--- src/rtl/code_to_vector.sv ---
`default_nettype none
// +--------------------------------------------------------------------------+
// | code_to_vector                                                           |
// | Rebuilds an 8-bit one-hot-union vector from a stream of 4-bit codes and   |
// | presents it with its population count. Optional macro: DUP_CHECK_EN.     |
// | Revision: 1.0                                                            |
// +--------------------------------------------------------------------------+
module code_to_vector #(
  parameter int MAX_CODES = 8
) (
  input  logic       clk,
  input  logic       rst_n,
  input  logic       code_valid,
  input  logic [3:0] code,
  input  logic       code_last,
  output logic       code_ready,
  output logic       vec_valid,
  output logic [7:0] vec,
  output logic [3:0] vec_cnt,
  input  logic       vec_ready,
  output logic       dup_err
);

  localparam logic [0:0] ST_ACC = 1'b0;
  localparam logic [0:0] ST_OUT = 1'b1;
  localparam logic [3:0] C_LAST_CNT = 4'(MAX_CODES - 1);

  logic [0:0] r_state;
  logic [7:0] r_acc;
  logic [3:0] r_cnt;
  logic [7:0] r_vec;
  logic [3:0] r_vec_cnt;
  logic       r_vec_valid;

  logic       w_accept;
  logic       w_close;
  logic [7:0] w_bit;
  logic [7:0] w_acc_next;
  logic [3:0] w_pop;

  assign code_ready = (r_state == ST_ACC);
  assign w_accept   = code_valid && code_ready;
  assign w_bit      = code[3] ? (8'b1 << code[2:0]) : 8'h00;
  assign w_acc_next = r_acc | w_bit;
  assign w_close    = w_accept && (code_last || (r_cnt == C_LAST_CNT));

  always_comb begin
    w_pop = 4'd0;
    for (int i = 0; i < 8; i++) begin
      w_pop = w_pop + {3'd0, w_acc_next[i]};
    end
  end

  always_ff @(posedge clk) begin
    if (!rst_n) begin
      r_state     <= ST_ACC;
      r_acc       <= 8'h00;
      r_cnt       <= 4'd0;
      r_vec       <= 8'h00;
      r_vec_cnt   <= 4'd0;
      r_vec_valid <= 1'b0;
    end else begin
      case (r_state)
        ST_ACC: begin
          if (w_close) begin
            // Closing code's bit is folded straight into the presented vector.
            r_vec       <= w_acc_next;
            r_vec_cnt   <= w_pop;
            r_vec_valid <= 1'b1;
            r_acc       <= 8'h00;
            r_cnt       <= 4'd0;
            r_state     <= ST_OUT;
          end else if (w_accept) begin
            r_acc <= w_acc_next;
            r_cnt <= r_cnt + 4'd1;
          end
        end
        ST_OUT: begin
          if (vec_ready) begin
            r_vec_valid <= 1'b0;
            r_acc       <= 8'h00;
            r_cnt       <= 4'd0;
            r_state     <= ST_ACC;
          end
        end
        default: r_state <= ST_ACC;
      endcase
    end
  end

`ifdef DUP_CHECK_EN
  logic r_dup;

  always_ff @(posedge clk) begin
    if (!rst_n) begin
      r_dup <= 1'b0;
    end else if (w_accept && code[3] && r_acc[code[2:0]]) begin
      r_dup <= 1'b1;
    end
  end

  assign dup_err = r_dup;
`else
  assign dup_err = 1'b0;
`endif

  assign vec       = r_vec;
  assign vec_cnt   = r_vec_cnt;
  assign vec_valid = r_vec_valid;

endmodule
`default_nettype wire

--- config.mk ---
export PLATFORM = sky130hd
export DESIGN_NAME = code_to_vector
export DESIGN_NICKNAME = d
export VERILOG_FILES = /design/src/rtl/code_to_vector.sv
export SDC_FILE = /design/constraint.sdc
export NUM_CORES = 1
export LEC_CHECK = 0
export BUFFER_PORTS_ARGS = -buffer_cell sky130_fd_sc_hd__buf_2
export CAP_MARGIN = 20
export CORE_UTILIZATION = 62
export CTS_BUF_LIST = sky130_fd_sc_hd__clkbuf_2
export DETAILED_ROUTE_END_ITERATION = 7
export PLACE_DENSITY = 0.89
export SETUP_SLACK_MARGIN = 0.3
export SLEW_MARGIN = 20
export SYNTH_ARGS = -nofsm -noshare
export SYNTH_HDL_FRONTEND = slang
export SYNTH_SLANG_ARGS = --single-unit
--- constraint.sdc ---
create_clock -name clk -period 5.9 [get_ports clk]
set_clock_uncertainty 0.2 [all_clocks]
set_input_delay 1.18 -clock clk [delete_from_list [all_inputs] [get_ports clk]]
set_output_delay 1.18 -clock clk [all_outputs]
set_load 0.005 [all_outputs]
==> out/results.ini <==
[critical_path]
cp-end-kind = register
crit_required_ns = 6.03
critical_path_class = in2reg
crit_top_cell = fa_1
cp_max_fo = 8
path_cells = buf_2 > nor4b_1 > nor2_1 > fa_1 > fa_1 > fa_1 > inv_1 > ha_1 > inv_1 > fa_1 > xnor2_1 > nand2_1 > mux2i_1
slowest_stage = fa_1
worstPathArrival_ns = 4.50
critPathBufInv = 3
critPathTopFamily = adder cells
crit_path_start_kind = input port
slowest_delay_ns = 0.58

[cts]
path_clk_slew_ns = 0.24
cts_tree = yes
post-cts-setup-buffers = 0
ctsResizeCount = 0
clockBufferDepth = 2
cts_sinks = 26
cts-htree-levels = 1
root_buffer = clkbuf_2
ctsHoldBuffers = 0
insertion_delay_ns = 0.38
cts_made_buffers = 3

[cells_and_area]
final_common_cell = nand2_1
nets = 191
mostFrequentLayoutCells = 27 x nand2_1, 26 x dfxtp_1, 22 x buf_2
multi_input_area_sq_um = 805
regArea_sq_um = 520
fill_cells = 163
n_antenna_cell = 0
final_layout_size_suffix_gt1_frac = 0.197
area_growth_pct = 9.81
fin_area_sq_um = 1560

[global_route]
antenna_found_initial = 0
grt_max_degree = 27
track_usage = 0.260
first_global_vias = 1143
grt_overflow = 0
grt_pass1_wl_um = 4840

[die]
io_pins = 24
start_util = 0.687
die-area_sq_um = 2480
die_y_um = 49.8
core-area_sq_um = 2060
rows = 16
die_x_um = 49.8

[sta]
worstMarginPinSlew_ns = 0.934
period_needed_ns = 4.37
max_slew_margin = 0.360
fin_crit_sh = 0.740
setup_viol = 0
slew_violations = 0
rsz0062_at_grt = false
max_freq_ghz = 0.229
hold_viol = 0
tns_ns = 0

[pwr]
peakVddDrop_mv = 0.153
power_leakage_nw = 0.682
power_density_nw_per_um2 = 217

[run]
cap_violations = 0

[logic_synthesis]
synth_top_area_cell = dfxtp_1
synth_top_area_frac = 0.367
synth_cell_type_count = 34
synth_cells = 157
netlist_top_cells_area = dfxtp_1 37%, mux2i_1 9.2%, nand2_1 7.2%
yosysSeqAreaShare = 0.367
syn-num-nets = 174
yosysWarningCount = 0
synth-seq-cells = 26
synth.avg_cell_area_sq_um = 9.02
syn-cell-area_sq_um = 1420

[placed_design]
routabilityCongestion = 0.840
port_buffers = 22
dp_hpwl_um = 2050
dpl-instance-area_sq_um = 1500

[drt]
post-route-drc-count = 0
wirelength_um = 2920
wl_per_cell_um = 14.6
drtIter0Drc = 31
via_per_inst = 5.85
vias = 1169
firstDrtPassIters = 4
ant_nets = 0

[worst_hold_path]
hp-class = reg2reg

[status]
outcome = finished clean

==> logic make-up (layout without fill, tap and decap cells) <==
family	after synthesis	in the layout	share of synthesized area
mux	13	13	0.0919
flops	26	26	0.367
other cells	1	1	0.00265
fa+ha+maj	8	8	0.0919
buf+inv	21	37	0.0698
xor+xnor	1	1	0.00618
compound gates	34	34	0.155
simple gates	53	53	0.216
==> report_power, final <==
part	total, mW	internal [mW]	switching (mW)	leakage [nW]
Sequential	0.183	0.180	0.00304	0.210
Clock	0.115	0.0583	0.0566	0.0266
Combinational	0.0404	0.0161	0.0243	0.446
==> routing by layer <==
metal,vias to the layer above,track usage,part of all wire
li1,576,-,-
met1,553,0.304,0.45
met2,33,0.455,0.49
met3,7,0.0309,0.038
met4,0,0.148,0.023
met5,-,0,0
==> through the flow <==
| step | std cells | worst slack, ns | total power, mW | utilization | hold slack (ns) |
|---|---|---|---|---|---|
| 2_1_floorplan | 157 | 1.49 | 0.214 | - | 0.251 |
| 6_report | 200 | 1.53 | 0.338 | 0.754 | 0.269 |
| 3_3_place_gp | 196 | 1.26 | 0.223 | 0.729 | 0.240 |
| 3_5_place_dp | 196 | 1.17 | 0.225 | 0.729 | 0.246 |
| 5_1_grt | 200 | 1.35 | 0.350 | 0.754 | 0.299 |
| 4_1_cts | 200 | 1.59 | 0.338 | 0.751 | 0.273 |
==> path summary, 6_finish.rpt <==
kind / startpoint / end / slack [ns] / cells past startpoint
hold / removal: vec[2]$_SDFFE_PN0P_ / vec[2]$_SDFFE_PN0P_ / 0.27 / 2
setup / recovery: code[0] / vec_cnt[2]$_SDFFE_PN0P_ / 1.53 / 13
hold reg to reg: vec[2]$_SDFFE_PN0P_ / vec[2]$_SDFFE_PN0P_ / 0.27 / 2
setup reg to reg: r_acc[0]$_SDFFE_PN0P_ / vec_cnt[2]$_SDFFE_PN0P_ / 2.58 / 11
==> state kept, by name, summed over array words and instances, names as in the netlist <==
| signal | cells |
|---|---|
| r_cnt | 4 |
| vec_valid | 1 |
| vec_cnt | 4 |
| r_state | 1 |
| r_acc | 8 |
| vec | 8 |
==> worst min-delay path, cell delays in order, from the launching register on <==
cell     delay (ns)
dfxtp_1        0.36
nand2_1        0.05
mux2i_1        0.05
==> cells in the mapped netlist, drive strengths merged <==
| cell type | n |
|---|---|
| o32ai | 1 |
| clkbuf | 2 |
| and4b | 3 |
| nand4bb | 1 |
| nand3b | 2 |
| nand2 | 27 |
| nor2 | 8 |
| nand3 | 3 |
| nor3b | 1 |
| a32oi | 2 |
| a21oi | 11 |
| buf | 8 |
| mux2i | 13 |
| o211ai | 7 |
| ha | 4 |
| or2 | 1 |
| xnor2 | 1 |
| nor4b | 1 |
| a211oi | 1 |
| inv | 11 |
| a41o | 1 |
| o21ai | 8 |
| nand2b | 2 |
| a21o | 1 |
| a211o | 1 |
| and4bb | 4 |
| a31oi | 1 |
| dfxtp | 26 |
| fa | 4 |
| conb | 1 |
==> layout make-up <==
| cell class | count | area share |
|---|---|---|
| Clock buffer | 3 | 0.00965 |
| Clock inverter | 1 | 0.0193 |
| Inverter | 11 | 0.0265 |
| Multi-Input combinational cell | 110 | 0.517 |
| Sequential cell | 26 | 0.335 |
| Tap cell | 27 | 0.0217 |
| Timing Repair Buffer | 22 | 0.0708 |
Power figures use the tool's default switching activity.
